[src/rtl/sync_ram_arb_pkg.sv]
// ============================================================================
// Module      : sync_ram_arb_pkg
// Description : Shared constants and helpers for the two-requester RAM arbiter.
// Revision    : 1.0 - initial release
// ============================================================================
`default_nettype none

package sync_ram_arb_pkg;

  localparam int NUM_REQ    = 2;
  localparam int DEF_ADDR_W = 8;
  localparam int DEF_DATA_W = 32;

  localparam logic REQ0 = 1'b0;
  localparam logic REQ1 = 1'b1;

  function automatic logic [NUM_REQ-1:0] id_to_onehot(input logic id);
    return (id == REQ1) ? 2'b10 : 2'b01;
  endfunction

endpackage

`default_nettype wire

[src/rtl/rr_arb2.sv]
// ============================================================================
// Module      : rr_arb2
// Description : Two-way round-robin picker; i_last_gnt holds the id of the
//               previous winner, which loses a tie.
// Revision    : 1.0 - initial release
// ============================================================================
`default_nettype none

module rr_arb2
  import sync_ram_arb_pkg::*;
(
  input  logic [NUM_REQ-1:0] i_req_valid,
  input  logic               i_last_gnt,
  output logic [NUM_REQ-1:0] o_gnt
);

  always_comb begin
    o_gnt = '0;
    case (i_req_valid)
      2'b01:   o_gnt = 2'b01;
      2'b10:   o_gnt = 2'b10;
      2'b11:   o_gnt = id_to_onehot(~i_last_gnt);
      default: o_gnt = '0;
    endcase
  end

endmodule

`default_nettype wire

[src/rtl/sync_ram_arbiter.sv]
// ============================================================================
// Module      : sync_ram_arbiter
// Description : Round-robin arbiter/sequencer for two masters sharing one
//               single-port synchronous RAM. Optional grant counters are
//               enabled by defining SYNC_RAM_ARB_STATS_EN.
// Revision    : 1.0 - initial release
// ============================================================================
`default_nettype none

module sync_ram_arbiter
  import sync_ram_arb_pkg::*;
#(
  parameter int ADDR_W = DEF_ADDR_W,
  parameter int DATA_W = DEF_DATA_W
) (
  input  logic                        clk,
  input  logic                        rst_n,
  input  logic [NUM_REQ-1:0]          req_valid,
  output logic [NUM_REQ-1:0]          req_ready,
  input  logic [NUM_REQ-1:0]          req_we,
  input  logic [NUM_REQ*ADDR_W-1:0]   req_addr,
  input  logic [NUM_REQ*DATA_W-1:0]   req_wdata,
  output logic [NUM_REQ-1:0]          rsp_valid,
  output logic [DATA_W-1:0]           rsp_rdata,
  output logic                        ram_we,
  output logic [ADDR_W-1:0]           ram_addr,
  output logic [DATA_W-1:0]           ram_wdata,
  input  logic [DATA_W-1:0]           ram_rdata
`ifdef SYNC_RAM_ARB_STATS_EN
  ,
  output logic [15:0]                 gnt_cnt0,
  output logic [15:0]                 gnt_cnt1
`endif
);

  logic [NUM_REQ-1:0] w_gnt;
  logic               w_accept;
  logic               w_win;
  logic               r_last_gnt;

  logic               r_ram_we;
  logic [ADDR_W-1:0]  r_ram_addr;
  logic [DATA_W-1:0]  r_ram_wdata;

  // Completion tracking: stage 1 lines up with the RAM command cycle,
  // the response register lines up with the RAM read data.
  logic               r_s1_valid;
  logic               r_s1_id;
  logic [NUM_REQ-1:0] r_rsp_valid;

  rr_arb2 u_rr_arb2 (
    .i_req_valid (req_valid),
    .i_last_gnt  (r_last_gnt),
    .o_gnt       (w_gnt)
  );

  assign w_accept  = |w_gnt;
  assign w_win     = w_gnt[1];
  assign req_ready = w_gnt;

  always_ff @(posedge clk or negedge rst_n) begin
    if (!rst_n) begin
      r_last_gnt  <= REQ1;
      r_ram_we    <= 1'b0;
      r_ram_addr  <= '0;
      r_ram_wdata <= '0;
      r_s1_valid  <= 1'b0;
      r_s1_id     <= REQ0;
      r_rsp_valid <= '0;
    end else begin
      r_s1_valid  <= w_accept;
      r_s1_id     <= w_win;
      r_rsp_valid <= r_s1_valid ? id_to_onehot(r_s1_id) : '0;
      if (w_accept) begin
        r_last_gnt  <= w_win;
        r_ram_we    <= req_we[w_win];
        r_ram_addr  <= req_addr[w_win*ADDR_W +: ADDR_W];
        r_ram_wdata <= req_wdata[w_win*DATA_W +: DATA_W];
      end else begin
        r_ram_we    <= 1'b0;
      end
    end
  end

  assign ram_we    = r_ram_we;
  assign ram_addr  = r_ram_addr;
  assign ram_wdata = r_ram_wdata;
  assign rsp_valid = r_rsp_valid;
  assign rsp_rdata = ram_rdata;

`ifdef SYNC_RAM_ARB_STATS_EN
  logic [15:0] r_gnt_cnt0;
  logic [15:0] r_gnt_cnt1;

  always_ff @(posedge clk or negedge rst_n) begin
    if (!rst_n) begin
      r_gnt_cnt0 <= '0;
      r_gnt_cnt1 <= '0;
    end else begin
      if (w_gnt[0]) r_gnt_cnt0 <= r_gnt_cnt0 + 16'd1;
      if (w_gnt[1]) r_gnt_cnt1 <= r_gnt_cnt1 + 16'd1;
    end
  end

  assign gnt_cnt0 = r_gnt_cnt0;
  assign gnt_cnt1 = r_gnt_cnt1;
`endif

endmodule

`default_nettype wire

[config.mk]
export PLATFORM = sky130hd
export DESIGN_NAME = sync_ram_arbiter
export DESIGN_NICKNAME = d
export VERILOG_FILES = /design/src/rtl/sync_ram_arb_pkg.sv /design/src/rtl/rr_arb2.sv /design/src/rtl/sync_ram_arbiter.sv
export SDC_FILE = /design/constraint.sdc
export NUM_CORES = 1
export LEC_CHECK = 0
export CORE_ASPECT_RATIO = 0.7
export CORE_UTILIZATION = 25
export DETAILED_ROUTE_END_ITERATION = 16
export PLACE_DENSITY_LB_ADDON = 0.1
export SYNTH_ARGS = -nofsm -noshare
export SYNTH_HDL_FRONTEND = slang
export SYNTH_HIERARCHICAL = 1
export SYNTH_SLANG_ARGS = --single-unit
export TNS_END_PERCENT = 5
[constraint.sdc]
create_clock -name clk -period 2.85 [get_ports clk]
set_clock_uncertainty 0.1 [all_clocks]
set_input_delay 0.7125 -clock clk [delete_from_list [all_inputs] [get_ports clk]]
set_output_delay 0.7125 -clock clk [all_outputs]
set_load 0.005 [all_outputs]
==> flow_metrics.env, run 1 <==
export IMPL_multi_input_area_um2=827
export IMPL_fin_nets=435
export IMPL_r2r_start="r_last_gnt"
export IMPL_antenna_found_initial=0
export IMPL_syn_num_nets=341
export IMPL_power_density_nw_per_um2=527
export IMPL_slowest_delay_ns=0.53
export IMPL_synth_seq_cells=46
export IMPL_seq_area_um2=1150
export IMPL_io_pins=195
export IMPL_post_cts_buffers=0
export IMPL_pwr_share_clk_pct=28.8
export IMPL_path_clk_slew_ns=0.06
export IMPL_placementRows=29
export IMPL_r2r_end="ram_wdata[5]"
export IMPL_ctsResizeCount=0
export IMPL_worst_slew_pin_slew_ns=0.804
export IMPL_crit_path_end_kind="output pin"
export IMPL_synthCells=223
export IMPL_period_minus_slack_ns=2.76
export IMPL_fillers=904
export IMPL_ant_nets=0
export IMPL_cap_violations=0
export IMPL_hold_viol_final=0
export IMPL_core_region_area_um2=9070
export IMPL_vias=1810
export IMPL_cts_root_buffer="clkbuf_16"
export IMPL_clk_path_buf_depth=2
export IMPL_relSlewSlack_pct=46.4
export IMPL_cp_required_ns=2.04
export IMPL_critPathLaunchType="input port"
export IMPL_synth_seq_area_share_pct=49.3
export IMPL_n_antenna_cell=0
export IMPL_min_from="r_s1_id"
export IMPL_die_h_um=82.9
export IMPL_intPower_mw=1.43
export IMPL_slew_viol_final=0
export IMPL_grt_max_degree=86
export IMPL_grt_pass1_wl_um=9290
export IMPL_drt_iter0_drc=37
export IMPL_fin_crit_sh_pct=97.0
export IMPL_grt_overflow=0
export IMPL_worst_path_max_delay_cell="clkdlybuf4s50_1"
export IMPL_swShare_pct=24.8
export IMPL_rsz0062_at_grt="false"
export IMPL_cpMostUsedCell="clkdlybuf4s50_1"
export IMPL_ff2ff_path_depth=5
export IMPL_clkLatencyLatePin_ns=0.28
export IMPL_holdBufCountCts=0
export IMPL_setup_viol=0
export IMPL_drt_wl_total_um=5870
export IMPL_yosys_warnings=6
export IMPL_crit_chain="clkdlybuf4s50_1 > a21boi_4 > clkdlybuf4s50_1"
export IMPL_numCtsBuffers=5
export IMPL_start_util_pct=25.8
export IMPL_first_pass_iters=4
export IMPL_ys_types=18
export IMPL_vias_per_cell=4.10
export IMPL_min_path_cells=1
export IMPL_syn_area_per_cell_um2=10.5
export IMPL_p_leak_nw=1.51
export IMPL_worstSetupPathType="in2out"
export IMPL_p_switching_mw=0.472
export IMPL_hold_end="rsp_valid[0]"
export IMPL_gp_congestion=0.739
export IMPL_arrival_ns=1.95
export IMPL_status="completed"
export IMPL_p_comb_share_pct=28.8
export IMPL_place_hpwl_um=3970
export IMPL_dieArea_um2=9750
export IMPL_die_x_um=118
export IMPL_grt_pass1_vias=1864
export IMPL_syn_to_final_growth_pct=54.2
export IMPL_cp_max_fo=2
export IMPL_wl_per_cell_um=13.3
export IMPL_setup_tns_ns=0
export IMPL_holdWs_ns=0.318
export IMPL_portBuffers=130
export IMPL_synthesis_area_um2=2340
export IMPL_cts_sinks=46
export IMPL_seqPwrFrac_pct=42.3
export IMPL_hold_class="reg2reg"
export IMPL_cts_htree_levels=2
export IMPL_fmax_ghz=0.362
export IMPL_drc=0
export IMPL_grt_total_usage_pct=11.9
export IMPL_final_layout_size_suffix_gt1_share_pct=4.10
export IMPL_cts_tree="done"
export IMPL_peakVddDrop_uv=266
export IMPL_reg2reg_slack_ns=0.79
==> flip-flops by register name, indices dropped and copies added, names as in the netlist <==
register    count
ram_wdata      32
ram_addr        8
rsp_valid       2
r_last_gnt      1
r_s1_id         1
r_s1_valid      1
ram_we          1
==> logic make-up after synthesis <==
group                  count (synthesis)  synth area share (%)
AND/OR/NAND/NOR                       45                  7.54
AO/OA/AOI/OAI                         44                  9.74
buffers and inverters                 48                  16.3
multiplexers                          40                  17.1
flip-flops                            46                  49.3
==> power groups by stage <==
stage	clock network [mW]	registers, mW	logic (mW)
after detailed placement	0	0.816	0.558
after floorplan	0	0.822	0.235
final	0.548	0.805	0.549
after CTS	0.581	0.806	0.561
after global placement	0	0.816	0.557
after global routing	0.609	0.816	0.598
==> layer usage <==
| metal | vias to the layer above | GRT usage, % | part of all wire [%] |
|---|---|---|---|
| li1 | 899 | - | - |
| met1 | 806 | 16.4 | 49 |
| met2 | 96 | 17.1 | 39 |
| met3 | 9 | 4.95 | 10 |
| met4 | 0 | 3.15 | 0.87 |
| met5 | - | 0 | 0 |
==> cells in the mapped netlist <==
master,number,area [µm²]
inv_1,2,7.51
nor2b_1,1,6.26
dfstp_2,1,26.3
buf_2,7,35.0
buf_4,32,240
and2_1,1,6.26
dfrtp_1,45,1130
a21o_1,1,7.51
clkbuf_1,2,7.51
nand2_1,42,158
buf_6,1,11.3
buf_12,4,80.1
o21ai_1,37,185
o21ai_0,4,20.0
a21boi_0,1,7.51
mux2i_1,40,400
or2_2,1,6.26
a21boi_1,1,7.51
==> per-stage QoR <==
stage | util, % | power, mW | std cells | setup WS, ns | instance area (µm²)
2_1_floorplan | - | 1.06 | 223 | 0.959 | 2340
3_3_place_gp | 38.3 | 1.37 | 434 | 0.0994 | 3470
3_5_place_dp | 38.3 | 1.37 | 434 | 0.0934 | 3470
4_1_cts | 39.8 | 1.95 | 441 | 0.0846 | 3610
5_1_grt | 39.8 | 2.02 | 441 | 0.0432 | 3610
6_report | 39.8 | 1.90 | 441 | 0.0864 | 3610
==> critical path: cells and delay by family <==
kind / cells / cell delay, ns
buffers and inverters: 2 / 1.04
AOI/OAI and AO/OA: 1 / 0.20
==> placed cells by master (no fill, tap or decap), drive strengths merged <==
cell type / count
clkdlybuf4s50: 129
dfrtp: 45
nand2: 42
o21ai: 41
mux2i: 40
clkbuf: 7
buf: 4
inv: 2
a21boi: 2
nor2b: 1
and2: 1
or2: 1
a21o: 1
dfstp: 1
==> worst max-delay path by stage <==
stage / depth (start not counted) / slack, ns / to / from
finish: 3 / 0.09 / req_ready[0] / req_valid[0]
global route: 3 / 0.04 / req_ready[1] / req_valid[1]
CTS: 3 / 0.08 / req_ready[0] / req_valid[0]
detailed placement: 3 / 0.09 / req_ready[0] / req_valid[0]
global placement: 3 / 0.1 / req_ready[1] / req_valid[1]
floorplan: 1 / 0.96 / req_ready[1] / req_valid[1]
==> cell type report <==
type,count,share of cell area [%]
timing repair buffer,133,36.9
multi-input combinational,129,22.9
tap,124,4.30
clock buffer,7,3.68
inverter,2,0.208
sequential,46,32.0
Note: power is estimated with default switching activity, not from simulation.
==> run 2, diff against run 1 <==
Clock period 2.85 ns to 3.5 ns, I/O delays scaled along.
==> run 2 against run 1 <==
Clock power fell by 13%. Global-route usage rose by 0.54 points. Via count rose by 0.72%. Count of clock-buffer cells in the layout did not move. Highest routed layer unchanged. Die area did not move. Critical endpoint is now req_ready[1].
==> flow_metrics.env, run 2 (synthesized netlist as in run 1, its figures left out) <==
export IMPL_reg2reg_slack_ns=1.45
export IMPL_seq_area_um2=1150
export IMPL_start_util_pct=25.8
export IMPL_io_pins=195
export IMPL_critPathLaunchType="input port"
export IMPL_highest_layer="met4"
export IMPL_antenna_found_initial=0
export IMPL_wl_met3_um=614
export IMPL_post_cts_buffers=0
export IMPL_wl_met2_um=2310
export IMPL_min_path_cells=1
export IMPL_final_layout_size_suffix_gt1_share_pct=5.02
export IMPL_dp_cells=435
export IMPL_rsz0062_at_grt="false"
export IMPL_hold_class="reg2reg"
export IMPL_min_from="r_s1_id"
export IMPL_grt_pass1_vias=1923
export IMPL_vias_per_cell=4.12
export IMPL_fin_nets=436
export IMPL_die_h_um=82.9
export IMPL_drt_wl_total_um=5900
export IMPL_period_minus_slack_ns=3.09
export IMPL_grt_max_degree=86
export IMPL_clk_path_buf_depth=2
export IMPL_vias=1823
export IMPL_clkLatencyLatePin_ns=0.28
export IMPL_relSlewSlack_pct=46.3
export IMPL_cap_violations=0
export IMPL_power_density_nw_per_um2=437
export IMPL_ff2ff_path_depth=5
export IMPL_slew_viol_final=0
export IMPL_ctsResizeCount=0
export IMPL_final_cell_area_um2=3620
export IMPL_layout_common_cells="clkdlybuf4s50_1, dfrtp_1, nand2_1"
export IMPL_core_region_area_um2=9070
export IMPL_holdBufCountCts=0
export IMPL_place_hpwl_um=4090
export IMPL_drc=0
export IMPL_setup_tns_ns=0
export IMPL_worstSetupPathType="in2out"
export IMPL_cp_required_ns=2.52
export IMPL_peakVddDrop_uv=315
export IMPL_fin_cells=443
export IMPL_largest_reg_flops=32
export IMPL_hold_end="rsp_valid[0]"
export IMPL_worst_slew_pin_slew_ns=0.805
export IMPL_r2r_start="r_last_gnt"
export IMPL_drt_iter0_drc=64
export IMPL_die_x_um=118
export IMPL_grt_total_usage_pct=12.5
export IMPL_pre_cts_ws_ns=0.409
export IMPL_cts_root_buffer="clkbuf_16"
export IMPL_cts_htree_levels=2
export IMPL_placementRows=29
export IMPL_numCtsBuffers=5
export IMPL_wl_per_cell_um=13.3
export IMPL_fillers=925
export IMPL_r2r_end="ram_wdata[5]"
export IMPL_n_antenna_cell=0
export IMPL_cts_sinks=46
export IMPL_final_common_cell="clkdlybuf4s50_1"
export IMPL_cp_max_fo=2
export IMPL_grt_pass1_wl_um=9740
export IMPL_multi_input_area_um2=827
export IMPL_gp_congestion=0.706
export IMPL_setup_slack_ns=0.413
export IMPL_cts_tree="done"
export IMPL_wl_met1_um=2950
export IMPL_fin_crit_sh_pct=88.2
export IMPL_dieArea_um2=9750
export IMPL_grt_overflow=0
export IMPL_fmax_ghz=0.324
export IMPL_syn_to_final_growth_pct=54.6
export IMPL_first_pass_iters=4
export IMPL_status="completed"
export IMPL_p_leak_nw=1.52
export IMPL_hold_viol_final=0
export IMPL_crit_path_end_kind="output pin"
export IMPL_placed_cell_area_um2=3470
export IMPL_arrival_ns=2.11
export IMPL_ant_nets=0
export IMPL_portBuffers=130
export IMPL_setup_viol=0
export IMPL_path_clk_slew_ns=0.06
run 2: worst max-delay path: stages:
cell and delay, ns:
clkdlybuf4s50_1 0.53, a21boi_4 0.20, clkdlybuf4s50_1 0.51
run 2: worst max path at each step:
stage,start,to,cells after the start
after floorplan,req_valid[1],req_ready[1],1
after global placement,req_valid[0],req_ready[0],3
after detailed placement,req_valid[1],req_ready[1],3
after CTS,req_valid[1],req_ready[1],3
after global routing,req_valid[0],req_ready[0],3
final,req_valid[1],req_ready[1],3
run 2: power by group:
part	total (mW)	switching, mW	internal, mW
Clock	0.478	0.195	0.283
Combinational	0.445	0.158	0.287
Sequential	0.656	0.0423	0.614
run 2: stage by stage:
step | util, % | hold slack (ns) | power, mW
final | 39.9 | 0.309 | 1.58
after global routing | 39.9 | 0.358 | 1.68
after CTS | 39.9 | 0.318 | 1.61
after detailed placement | 38.2 | 0.313 | 1.12
after floorplan | - | 0.295 | 0.861
after global placement | 38.2 | 0.305 | 1.12
run 2: final cells by class:
type                       instances  area share [%]
timing repair buffer             134            36.7
sequential                        46            31.9
multi-input combinational        129            22.9
tap                              124            4.29
clock buffer                       7            3.94
inverter                           2           0.208
clock inverter                     1           0.138
run 2: metal layers:
layer / GRT usage, % / up-vias
met5: 0 / -
met4: 2.45 / 0
met3: 5.70 / 4
met2: 17.2 / 87
met1: 17.6 / 833
li1: - / 899
==> run 3, diff against run 2 <==
Settings changed: CTS_BUF_LIST from default to sky130_fd_sc_hd__clkbuf_8 sky130_fd_sc_hd__clkbuf_16.
==> run 3 against run 2 <==
Setup slack unchanged. Power down 0.17%. Largest cell class unchanged. Fmax unchanged. Core utilization unchanged. Hold slack unchanged. Critical path depth unchanged. Critical endpoint unchanged. Design area unchanged. Highest routed layer unchanged. Global-route usage unchanged. Register-to-register slack about the same. First-iteration DRC count unchanged. Final cell count unchanged.
==> flow_metrics.env, run 3 (synthesized netlist as in run 1, its figures left out) <==
export IMPL_status="completed"
export IMPL_reg2reg_slack_ns=1.45
export IMPL_ant_nets=0
export IMPL_numCtsBuffers=5
export IMPL_drc=0
export IMPL_setup_viol=0
export IMPL_final_layout_size_suffix_gt1_share_pct=5.02
export IMPL_startpoint="req_valid[1]"
export IMPL_relSlewSlack_pct=46.3
export IMPL_wl_per_cell_um=13.3
export IMPL_p_comb_share_pct=28.2
export IMPL_worst_slew_pin_slew_ns=0.805
export IMPL_hold_viol_final=0
export IMPL_grt_pass1_vias=1923
export IMPL_hold_class="reg2reg"
export IMPL_cts_htree_levels=2
export IMPL_cts_sinks=46
export IMPL_power_density_nw_per_um2=436
export IMPL_start_util_pct=25.8
export IMPL_vias=1823
export IMPL_holdWs_ns=0.309
export IMPL_pwr_share_clk_pct=30.1
export IMPL_fin_nets=436
export IMPL_first_pass_iters=4
export IMPL_clk_path_buf_depth=2
export IMPL_placed_cell_area_um2=3470
export IMPL_path_clk_slew_ns=0.06
export IMPL_layout_common_cells="clkdlybuf4s50_1, dfrtp_1, nand2_1"
export IMPL_placementRows=29
export IMPL_period_minus_slack_ns=3.09
export IMPL_dieArea_um2=9750
export IMPL_p_switching_mw=0.395
export IMPL_finalPower_mw=1.58
export IMPL_cp_endpoint="req_ready[1]"
export IMPL_rsz0062_at_grt="false"
export IMPL_crit_path_end_kind="output pin"
export IMPL_critPathLaunchType="input port"
export IMPL_place_hpwl_um=4090
export IMPL_cts_root_buffer="clkbuf_16"
export IMPL_final_common_cell="clkdlybuf4s50_1"
export IMPL_gp_congestion=0.706
export IMPL_drt_wl_total_um=5900
export IMPL_cp_required_ns=2.52
export IMPL_setup_slack_ns=0.413
export IMPL_swShare_pct=25.0
export IMPL_pre_cts_ws_ns=0.409
export IMPL_cap_violations=0
export IMPL_io_pins=195
export IMPL_n_antenna_cell=0
export IMPL_largest_reg_flops=32
export IMPL_arrival_ns=2.11
export IMPL_post_cts_buffers=0
export IMPL_fmax_ghz=0.324
export IMPL_portBuffers=130
export IMPL_intPower_mw=1.18
export IMPL_fin_cells=443
export IMPL_ctsResizeCount=0
export IMPL_die_h_um=82.9
export IMPL_r2r_start="r_last_gnt"
export IMPL_holdBufCountCts=0
export IMPL_seqPwrFrac_pct=41.6
export IMPL_die_x_um=118
export IMPL_grt_max_degree=86
export IMPL_vias_per_cell=4.12
export IMPL_final_cell_area_um2=3620
export IMPL_grt_pass1_wl_um=9740
export IMPL_ff2ff_path_depth=5
export IMPL_post_route_util_pct=39.9
export IMPL_core_region_area_um2=9070
export IMPL_worstSetupPathType="in2out"
export IMPL_cp_max_fo=2
export IMPL_dp_cells=435
export IMPL_r2r_end="ram_wdata[5]"
export IMPL_drt_iter0_drc=64
export IMPL_fin_crit_sh_pct=88.2
export IMPL_clkLatencyLatePin_ns=0.28
export IMPL_slew_viol_final=0
export IMPL_setup_tns_ns=0
export IMPL_p_leak_nw=1.52
export IMPL_grt_total_usage_pct=12.5
export IMPL_antenna_found_initial=0
export IMPL_cts_tree="done"
export IMPL_grt_overflow=0
export IMPL_syn_to_final_growth_pct=54.6
export IMPL_peakVddDrop_uv=315
==> run 3: how the worst min path moves through the flow <==
stage	from	to	slack, ns	cells after the start
floorplan	r_s1_id	rsp_valid[0]	0.29	1
global placement	r_s1_id	rsp_valid[0]	0.30	1
detailed placement	r_s1_id	rsp_valid[0]	0.31	1
CTS	r_s1_id	rsp_valid[0]	0.32	1
global route	r_s1_id	rsp_valid[0]	0.36	1
finish	r_s1_id	rsp_valid[0]	0.31	1
==> run 3: final cells by class <==
type	count	area, µm²
fillers	925	5460
repair buffers	134	1330
clock inverters	2	8.76
multi-input cells	129	827
flip-flops and latches	46	1150
clock buffers	6	139
inverters	2	7.51
well taps	124	155
==> run 3: per-layer routing <==
metal  GRT usage, %  routed length (µm)  vias to the layer above
met5              0                   0                        -
met4           2.45                  19                        0
met3           5.70                 614                        4
met2           17.2                2310                       87
met1           17.6                2950                      833
li1               -                   -                      899
==> run 3: worst max-delay path, stage by stage <==
cell	delay, ns
clkdlybuf4s50_1	0.53
a21boi_4	0.20
clkdlybuf4s50_1	0.51
==> run 3: power by group through the flow <==
stage | combinational (mW) | sequential (mW) | clock, mW
after global placement | 0.453 | 0.663 | 0
after global routing | 0.487 | 0.668 | 0.519
after floorplan | 0.191 | 0.670 | 0
final | 0.445 | 0.656 | 0.475
after CTS | 0.454 | 0.657 | 0.496
after detailed placement | 0.453 | 0.665 | 0
